[config.mk]
export PLATFORM = sky130hd
export DESIGN_NAME = muldiv_issue_arbiter
export DESIGN_NICKNAME = d
export VERILOG_FILES = /design/src/rtl/muldiv_pkg.sv /design/src/rtl/muldiv_watchdog.sv /design/src/rtl/muldiv_issue_arbiter.sv
export SDC_FILE = /design/constraint.sdc
export NUM_CORES = 1
export LEC_CHECK = 0
export BUFFER_PORTS_ARGS = -buffer_cell sky130_fd_sc_hd__buf_2
export CAP_MARGIN = 20
export CORE_UTILIZATION = 40
export DETAILED_ROUTE_END_ITERATION = 8
export PLACE_DENSITY_LB_ADDON = 0.05
export SYNTH_ARGS = -nofsm -noshare
export SYNTH_HDL_FRONTEND = slang
export SYNTH_SLANG_ARGS = --single-unit
[constraint.sdc]
create_clock -name clk -period 2.37 [get_ports clk]
set_input_delay 0.1185 -clock clk [delete_from_list [all_inputs] [get_ports clk]]
set_output_delay 0.1185 -clock clk [all_outputs]
set_load 0.02 [all_outputs]
[src/rtl/muldiv_pkg.sv]
// Shared definitions for the multiply issue arbiter: FSM encoding,
// issue-slot identifiers and default watchdog sizing.
package muldiv_pkg;

   typedef enum logic [1:0] {
      ST_IDLE   = 2'd0,
      ST_LAUNCH = 2'd1,
      ST_WAIT   = 2'd2,
      ST_COMMIT = 2'd3
   } state_e;

   // Slot 0 is the older instruction in program order.
   localparam logic SLOT0 = 1'b0;
   localparam logic SLOT1 = 1'b1;

   localparam int unsigned TIMEOUT_DEFAULT = 64;
   localparam int unsigned CW_DEFAULT      = 7;

endpackage

[src/rtl/muldiv_watchdog.sv]
// Cycle counter guarding the wait for the multiplier's ready.
// expired_o fires on the cycle whose increment would bring the count to
// TIMEOUT, so the owner reacts exactly TIMEOUT cycles after the count began.
module muldiv_watchdog
   import muldiv_pkg::*;
#(
   parameter int unsigned TIMEOUT = TIMEOUT_DEFAULT,
   parameter int unsigned CW      = CW_DEFAULT
)(
   input  logic clk,
   input  logic reset,
   input  logic clr_i,
   input  logic en_i,
   output logic expired_o
);

   logic [CW-1:0] cnt_q;
   logic [CW-1:0] cnt_d;

   // Next count: clear has priority over counting.
   always_comb begin
      cnt_d = cnt_q;
      if (clr_i) begin
         cnt_d = {CW{1'b0}};
      end else if (en_i) begin
         cnt_d = cnt_q + {{(CW-1){1'b0}}, 1'b1};
      end else begin
         cnt_d = cnt_q;
      end
   end

   // Count register.
   always_ff @(posedge clk or negedge reset) begin
      if (!reset) begin
         cnt_q <= {CW{1'b0}};
      end else begin
         cnt_q <= cnt_d;
      end
   end

   assign expired_o = en_i && (cnt_q == CW'(TIMEOUT - 1));

endmodule

[src/rtl/muldiv_issue_arbiter.sv]
// Shares one iterative 32x32 multiplier between two issue slots, sequences
// its start/ready handshake, and holds the architectural HI/LO registers.
module muldiv_issue_arbiter
   import muldiv_pkg::*;
#(
   parameter int unsigned TIMEOUT = TIMEOUT_DEFAULT,
   parameter int unsigned CW      = CW_DEFAULT
)(
   input  logic        clk,
   input  logic        reset,
   input  logic        req0,
   input  logic        req1,
   input  logic [31:0] a0,
   input  logic [31:0] b0,
   input  logic [31:0] a1,
   input  logic [31:0] b1,
   input  logic        sgn0,
   input  logic        sgn1,
   output logic        gnt0,
   output logic        gnt1,
   input  logic        flush,
   output logic [31:0] mult_a,
   output logic [31:0] mult_b,
   output logic        mult_start,
   output logic        mult_signed,
   input  logic [63:0] mult_s,
   input  logic        mult_ready,
   output logic [31:0] hi,
   output logic [31:0] lo,
   output logic        busy,
   output logic        done,
   output logic        err
);

   state_e      state_q, state_d;
   logic [31:0] mult_a_q, mult_a_d;
   logic [31:0] mult_b_q, mult_b_d;
   logic        mult_signed_q, mult_signed_d;
   logic [63:0] prod_q, prod_d;
   logic [31:0] hi_q, hi_d;
   logic [31:0] lo_q, lo_d;
   logic        err_q, err_d;

   logic        gnt0_s, gnt1_s;
   logic        sel_slot_s;
   logic        wd_clr_s, wd_en_s, wd_expired_s;

   muldiv_watchdog #(
      .TIMEOUT (TIMEOUT),
      .CW      (CW)
   ) u_watchdog (
      .clk       (clk),
      .reset     (reset),
      .clr_i     (wd_clr_s),
      .en_i      (wd_en_s),
      .expired_o (wd_expired_s)
   );

   // Arbitration and FSM next-state; ready is only sampled in WAIT so a
   // stale ready from a flushed or previous op can never be committed.
   always_comb begin
      state_d       = state_q;
      mult_a_d      = mult_a_q;
      mult_b_d      = mult_b_q;
      mult_signed_d = mult_signed_q;
      prod_d        = prod_q;
      hi_d          = hi_q;
      lo_d          = lo_q;
      err_d         = err_q;
      gnt0_s        = 1'b0;
      gnt1_s        = 1'b0;
      wd_clr_s      = 1'b0;
      wd_en_s       = 1'b0;
      sel_slot_s    = req0 ? SLOT0 : SLOT1;
      case (state_q)
         ST_IDLE: begin
            if (flush || !(req0 || req1)) begin
               state_d = ST_IDLE;
            end else begin
               if (sel_slot_s == SLOT0) begin
                  gnt0_s        = 1'b1;
                  mult_a_d      = a0;
                  mult_b_d      = b0;
                  mult_signed_d = sgn0;
               end else begin
                  gnt1_s        = 1'b1;
                  mult_a_d      = a1;
                  mult_b_d      = b1;
                  mult_signed_d = sgn1;
               end
               state_d = ST_LAUNCH;
            end
         end
         ST_LAUNCH: begin
            wd_clr_s = 1'b1;
            if (flush) begin
               state_d = ST_IDLE;
            end else begin
               state_d = ST_WAIT;
            end
         end
         ST_WAIT: begin
            wd_en_s = 1'b1;
            if (flush) begin
               state_d = ST_IDLE;
            end else if (mult_ready) begin
               prod_d  = mult_s;
               state_d = ST_COMMIT;
            end else if (wd_expired_s) begin
               err_d   = 1'b1;
               state_d = ST_IDLE;
            end else begin
               state_d = ST_WAIT;
            end
         end
         ST_COMMIT: begin
            hi_d    = prod_q[63:32];
            lo_d    = prod_q[31:0];
            state_d = ST_IDLE;
         end
         default: begin
            state_d = ST_IDLE;
         end
      endcase
   end

   // State, operand, product and HI/LO registers.
   always_ff @(posedge clk or negedge reset) begin
      if (!reset) begin
         state_q       <= ST_IDLE;
         mult_a_q      <= 32'd0;
         mult_b_q      <= 32'd0;
         mult_signed_q <= 1'b0;
         prod_q        <= 64'd0;
         hi_q          <= 32'd0;
         lo_q          <= 32'd0;
         err_q         <= 1'b0;
      end else begin
         state_q       <= state_d;
         mult_a_q      <= mult_a_d;
         mult_b_q      <= mult_b_d;
         mult_signed_q <= mult_signed_d;
         prod_q        <= prod_d;
         hi_q          <= hi_d;
         lo_q          <= lo_d;
         err_q         <= err_d;
      end
   end

   assign gnt0        = gnt0_s;
   assign gnt1        = gnt1_s;
   assign mult_a      = mult_a_q;
   assign mult_b      = mult_b_q;
   assign mult_signed = mult_signed_q;
   assign mult_start  = (state_q == ST_LAUNCH);
   assign busy        = (state_q != ST_IDLE);
   assign done        = (state_q == ST_COMMIT);
   assign hi          = hi_q;
   assign lo          = lo_q;
   assign err         = err_q;

endmodule

==> impl_metrics.ini, run 1 <==
[status]
status = finished, final reports clean

[setup_path]
cp_top_family = buffers and inverters
path_max_fanout = 20
cp-end-kind = register
cpPeakStageDelay_ns = 0.43
worst-path-buf-inv = 4
path_class = reg -> reg
crit_chain = inv_1 > ha_1 > inv_2 > nor3_4 > buf_12 > buf_12 > mux2_4
slowest_stage = dfrtp_1
crit_arrival_ns = 2.38
cp_data_required_time_ns = 2.74
startpoint_type = register
path_common_cell = buf_12

[placement]
hpwl_mm = 16.0
port_buffers = 334
postPlaceCellArea_sq_um = 10800
place_congestion = 0.832
place_inst = 1135
place_ws_ns = 0.357

[cts]
cts_tree = yes
cts_buffers = 22
clkSlewWorstSetupHoldPaths_ns = 0.06
clock_latency_ns = 0.49
ctsRootBufferMaster = clkbuf_16
cts_sinks = 203
cts_buffer_depth = 3
cts_resized = 0
cts_max_level = 1

[yosys]
avgSynthCellArea_sq_um = 16.3
ys_seq_elements = 203
yosysWarnings = 0
postSynthCellCount = 540
ys_seq_area_share_pct = 57.8
synth_nets = 745
synthesis.area_sq_um = 8790
ys_types = 31

[final_layout]
finalInstanceArea_sq_um = 13200
seqCellArea_sq_um = 5080
n_fill_cell = 1651
drive_gt1_share_pct = 60.3
synthToLayoutAreaGrowth_pct = 50.7
final_nets = 1255
multiInputGateArea_sq_um = 3460
stdcell_count = 1341
diodes = 0

[timing]
whs_ns = 0.0128
post-route-min-period_ns = 2.01
tns_ns = 0
hold_viol = 0
rsz0062_at_grt = false
drv_slew = 0
max-slew-margin-rel_pct = 63.3
fmax_ghz = 0.497
finalClockSkew_ns = 0.0107
setup_slack_ns = 0.360
worst_slew_pin_slew_ns = 0.550
timing.final.crit_share_pct = 84.8
setup_viol = 0

[floorplanning]
ios = 335
rows = 53
fp.dieH_microns = 150
dieArea_sq_um = 22600
initial_core_util_pct = 41.3
coreArea_sq_um = 21300
fp.dieW_microns = 150

[global_routing]
grt.total_usage_pct = 20.4
first_global_vias = 6832
grt_antenna_before_repair = 0
overflow = 0
grt_pass1_wl_mm = 36.0
grt_max_degree = 68

[worst_hold_path]
holdCritPathClass = in -> reg

[route]
drt-initial-drc-count = 90
final_antenna_net_count = 0
drcViolationCount = 0
routedWlPerCell_microns = 17.2
drt-total-wl_mm = 23.1
viasPerCell = 4.70
firstDrtPassIters = 4
via_count = 6309

[job]
timing.max_cap.violations = 0

[power_and_ir_drop]
p_leak_uw = 0.00678
power_density_nw_per_um2 = 800
peakVddDrop_mv = 0.512
Yosys cell counts, drive strengths merged:
cell type / instances / area (sq um)
mux2: 259 / 3130
dfrtp: 203 / 5080
buf: 29 / 241
inv: 7 / 26.3
ha: 5 / 62.6
nor2b: 4 / 25.0
nand2: 3 / 11.3
nand3: 3 / 15.0
nor2: 3 / 13.8
nor4b: 3 / 26.3
o211ai: 3 / 22.5
a311o: 2 / 20.0
a31o: 2 / 17.5
nor4: 2 / 12.5
o21ai: 2 / 10.0
and3: 1 / 6.26
clkbuf: 1 / 3.75
nand2b: 1 / 6.26
nand3b: 1 / 7.51
nand4: 1 / 6.26
nor3: 1 / 16.3
o21bai: 1 / 7.51
o2bb2ai: 1 / 8.76
or3b: 1 / 8.76
or4: 1 / 7.51
power by group:
part / leakage (uW) / internal, uW / switching, uW
Clock: 0.000386 / 2220 / 1350
Sequential: 0.00261 / 4120 / 357
Combinational: 0.00378 / 1330 / 1230
Total: 0.00678 / 7670 / 2930
through the flow:
stage               util [%]  power, uW
floorplan                  -       5910
global placement        50.8       6750
detailed placement      50.8       6870
CTS                     62.1      10700
global route            62.2      11100
finish                  62.2      10600
final timing paths:
check / startpoint / to / slack (ns) / cells after the start
max: state_q[0] / mult_b[6] / 0.36 / 7
min: a1[13] / mult_a[13] / 0.01 / 3
max reg2reg: state_q[0] / mult_b[6] / 0.36 / 7
min reg2reg: err / err / 0.48 / 1
max in group asynchronous: reset / mult_b[5] / 1.46 / 3
min in group asynchronous: reset / hi[8] / 0.19 / 2
per-layer routing:
metal	vias up	part of all wire [%]	track usage, %
li1	2962	-	-
met1	3125	39	23.5
met2	189	52	38.2
met3	33	6.3	4.15
met4	0	2.3	5.45
met5	-	0	0
state kept, by name, summed over array words and instances (netlist names), 2 cells and up:
register,cells
mult_a,32
prod_q,64
mult_b,32
state_q,2
u_watchdog.cnt_q,7
hi,32
lo,32
what timing repair did:
item                                   CTS  global route
hold buffers                           163             3
buffers inserted                         0             0
endpoints found under the hold margin  178             3
cells by family (layout without fill, tap and decap cells):
family | count (synthesis) | after routing | synth area share (%)
adder cells (fa/ha/maj) | 5 | 5 | 0.712
AO/OA/AOI/OAI | 11 | 11 | 0.982
multiplexers | 259 | 259 | 35.6
buffers and inverters | 37 | 563 | 3.09
AND/OR/NAND/NOR | 25 | 25 | 1.85
flip-flops | 203 | 203 | 57.8
cell usage in the layout (no fill, tap or decap), drive strengths merged, types with 4 or more instances in the layout:
| master | count |
|---|---|
| buf | 349 |
| clkbuf | 31 |
| clkinv | 7 |
| dfrtp | 203 |
| dlygate4sd3 | 166 |
| ha | 5 |
| inv | 7 |
| mux2 | 259 |
| nor2b | 4 |
cell type report:
type | instances | share of cell area [%]
sequential | 203 | 38.4
timing repair buffer | 516 | 26.9
multi-input combinational | 300 | 26.1
clock buffer | 30 | 4.85
tap | 275 | 2.60
clock inverter | 10 | 0.945
inverter | 7 | 0.198
worst min-delay path: stages:
cell,delay (ns)
buf_2,0.07
mux2_2,0.15
mux2_2,0.14
Note: power is estimated with default switching activity, not from simulation.
==> run 2, diff against run 1 <==
--- a/config.mk
+++ b/config.mk
@@ -5,6 +5,7 @@
 export SDC_FILE = /design/constraint.sdc
 export NUM_CORES = 1
 export LEC_CHECK = 0
+export ABC_AREA = 1
 export BUFFER_PORTS_ARGS = -buffer_cell sky130_fd_sc_hd__buf_2
 export CAP_MARGIN = 20
 export CORE_UTILIZATION = 40
==> constraint.sdc (replaced) <==
create_clock -name clk -period 1.8 [get_ports clk]
set_input_delay 0.09 -clock clk [delete_from_list [all_inputs] [get_ports clk]]
set_output_delay 0.09 -clock clk [all_outputs]
set_load 0.02 [all_outputs]
==> run 2 against run 1 <==
Net effect:
- clock skew fell by 0.00063 ns
- global-route usage rose by 1.5 points
- power rose by 37%
- synthesized area fell by 4.6%
- utilization rose by 2.9 points
- worst hold slack improved by 0.013 ns
- synthesized cell count rose by 41%
- flip-flop and latch count did not move
- critical path type is now reg -> out
- critical endpoint is now done
- largest cell class unchanged
==> impl_metrics.ini, run 2 <==
[global_routing]
first_global_vias = 7574
overflow = 0
grt_pass1_wl_mm = 38.1
grt_antenna_before_repair = 1
grt.total_usage_pct = 21.9
grt_max_degree = 58

[yosys]
synth_nets = 964
synth_area_leaders = dfrtp_1 61%, mux2_2 8.6%, mux2i_1 7.8%
synth_top_area_share_pct = 60.6
ys_seq_elements = 203
synthesis.area_sq_um = 8390
ys_types = 19
synth-edff-count = 0
yosysWarnings = 0
ys_seq_area_share_pct = 60.6
synth_flop_cell = dfrtp_1
avgSynthCellArea_sq_um = 11.0
postSynthCellCount = 759
yosys.cell_count.top_type = dfrtp_1
synth_top_area_cell = dfrtp_1
async_reset_ff_share_pct = 100
synth_common_cells = 203 x dfrtp_1, 80 x nand2_1, 76 x inv_1, 76 x nor2_1, 69 x a21oi_1

[floorplanning]
fp.dieH_microns = 147
ios = 335
fp.dieW_microns = 147
coreArea_sq_um = 20400
initial_core_util_pct = 41.2
dieArea_sq_um = 21500
rows = 52

[timing]
setup_viol = 0
finalClockSkew_ns = 0.0100
hold_viol = 0
setup_slack_ns = 0.0639
post-route-min-period_ns = 1.74
max-slew-margin-rel_pct = 66.1
worst_slew_pin_slew_ns = 0.509
tns_ns = 0
rsz0062_at_grt = true
fmax_ghz = 0.576
timing.final.crit_share_pct = 96.4
drv_slew = 0

[worst_hold_path]
holdCritPathClass = in -> reg
min_from = mult_ready
holdPathStages = 6
worstHoldEndpoint = err

[setup_path]
cp_data_required_time_ns = 1.71
path_class = reg -> out
startpoint_type = register
r2r_slack_ns = 0.30
timing.rr.start = state_q[0]
r2r_cells = 7
rr_endpoint = mult_a[6]
path_max_fanout = 6
cp-end-kind = primary output
crit_arrival_ns = 1.65

[power_and_ir_drop]
combPwrFrac_pct = 25.7
p_int_uw = 10100
p_switching_uw = 4490
peakVddDrop_mv = 0.791
switching_share_pct = 30.8
power_density_nw_per_um2 = 1100
p_leak_uw = 0.00697
power_frac_seq_pct = 42.3
power.total_uw = 14600
clkPwrFrac_pct = 32.0

[route]
final_antenna_net_count = 0
viasPerCell = 4.54
drcViolationCount = 0
drt-total-wl_mm = 23.3
routedWlPerCell_microns = 14.7
firstDrtPassIters = 4
drt-initial-drc-count = 208
via_count = 7186

[job]
timing.max_cap.violations = 0

[cts]
cts_max_level = 1
cts_buffer_depth = 3
cts_sinks = 203
clkSlewWorstSetupHoldPaths_ns = 0.06
postCtsSetupBuffers = 0
clock_latency_ns = 0.50
cts_buffers = 24
ctsRootBufferMaster = clkbuf_16
cts_tree = yes

[placement]
place_ws_ns = 0.252
hpwl_mm = 15.5
place_congestion = 0.784
port_buffers = 334

[final_layout]
regMostFlops = prod_q
final_cell_mix = 331 x buf_2, 203 x dfrtp_1, 196 x dlygate4sd3_1
largest_reg_flops = 64
final_nets = 1500
final_common_cell = buf_2
drive_gt1_share_pct = 35.5
synthToLayoutAreaGrowth_pct = 58.1
n_fill_cell = 1647

[status]
status = finished, final reports clean
==> run 2: layout make-up <==
cell class,count,area (sq um),share of cell area [%]
clock inverter,7,47.5,0.359
sequential,203,5080,38.3
inverter,77,289,2.18
multi-input combinational,435,2800,21.1
antenna,1,2.50,0.0189
clock buffer,36,727,5.48
timing repair buffer,554,3980,30.0
tap,270,338,2.55
==> run 2: cell families after synthesis <==
logic type | count (synthesis) | share of synthesized area [%]
mux | 129 | 16.4
fa+ha+maj | 5 | 0.746
buf+inv | 121 | 6.48
compound gates | 136 | 8.18
simple gates | 163 | 7.46
xor+xnor | 2 | 0.209
flops | 203 | 60.6
==> run 2: worst max-delay path by stage <==
stage	from	end	cells past startpoint
global route	state_q[0]	done	3
finish	state_q[0]	done	3
global placement	state_q[0]	mult_b[18]	7
floorplan	state_q[0]	hi[0]	4
detailed placement	state_q[0]	mult_a[11]	7
CTS	state_q[0]	done	3
==> run 2: critical path, stage by stage (launching register included) <==
cell and delay (ns):
dfrtp_1 0.39, ha_2 0.37, buf_4 0.22, buf_2 0.17
==> run 2: metal layers <==
layer	wire length [microns]	part of all wire (%)	GRT usage (%)	up-vias
met1	10100	43	27.8	3373
met4	785	3.4	7.97	0
li1	-	-	-	3555
met5	0	0	0	-
met3	1100	4.7	3.54	55
met2	11300	49	37.6	203
==> run 2: repair_timing <==
item | CTS | global route
endpoints found under the hold margin | 299 | 0
setup endpoints to repair | 1 | 2
hold buffers | 196 | 0
resized for setup | 1 | 2
pin swaps | 0 | 0
==> run 2: power by group through the flow <==
stage               clock network (uW)  registers (uW)  logic (uW)
floorplan                            0            6950        1220
global placement                     0            6210        3320
detailed placement                   0            6220        3380
CTS                               4790            6160        3760
global route                      4980            6310        4090
finish                            4650            6160        3750
==> run 2: through the flow <==
| step | util (%) | area [sq um] | hold WS (ns) | instances |
|---|---|---|---|---|
| after floorplan | - | 8390 | -0.206 | 759 |
| after global placement | 51.6 | 10500 | 0.104 | 1343 |
| after detailed placement | 51.6 | 10500 | 0.0995 | 1343 |
| after CTS | 65.0 | 13200 | 0.00329 | 1582 |
| after global routing | 65.1 | 13300 | 0.0576 | 1583 |
| final | 65.1 | 13300 | 0.0255 | 1583 |
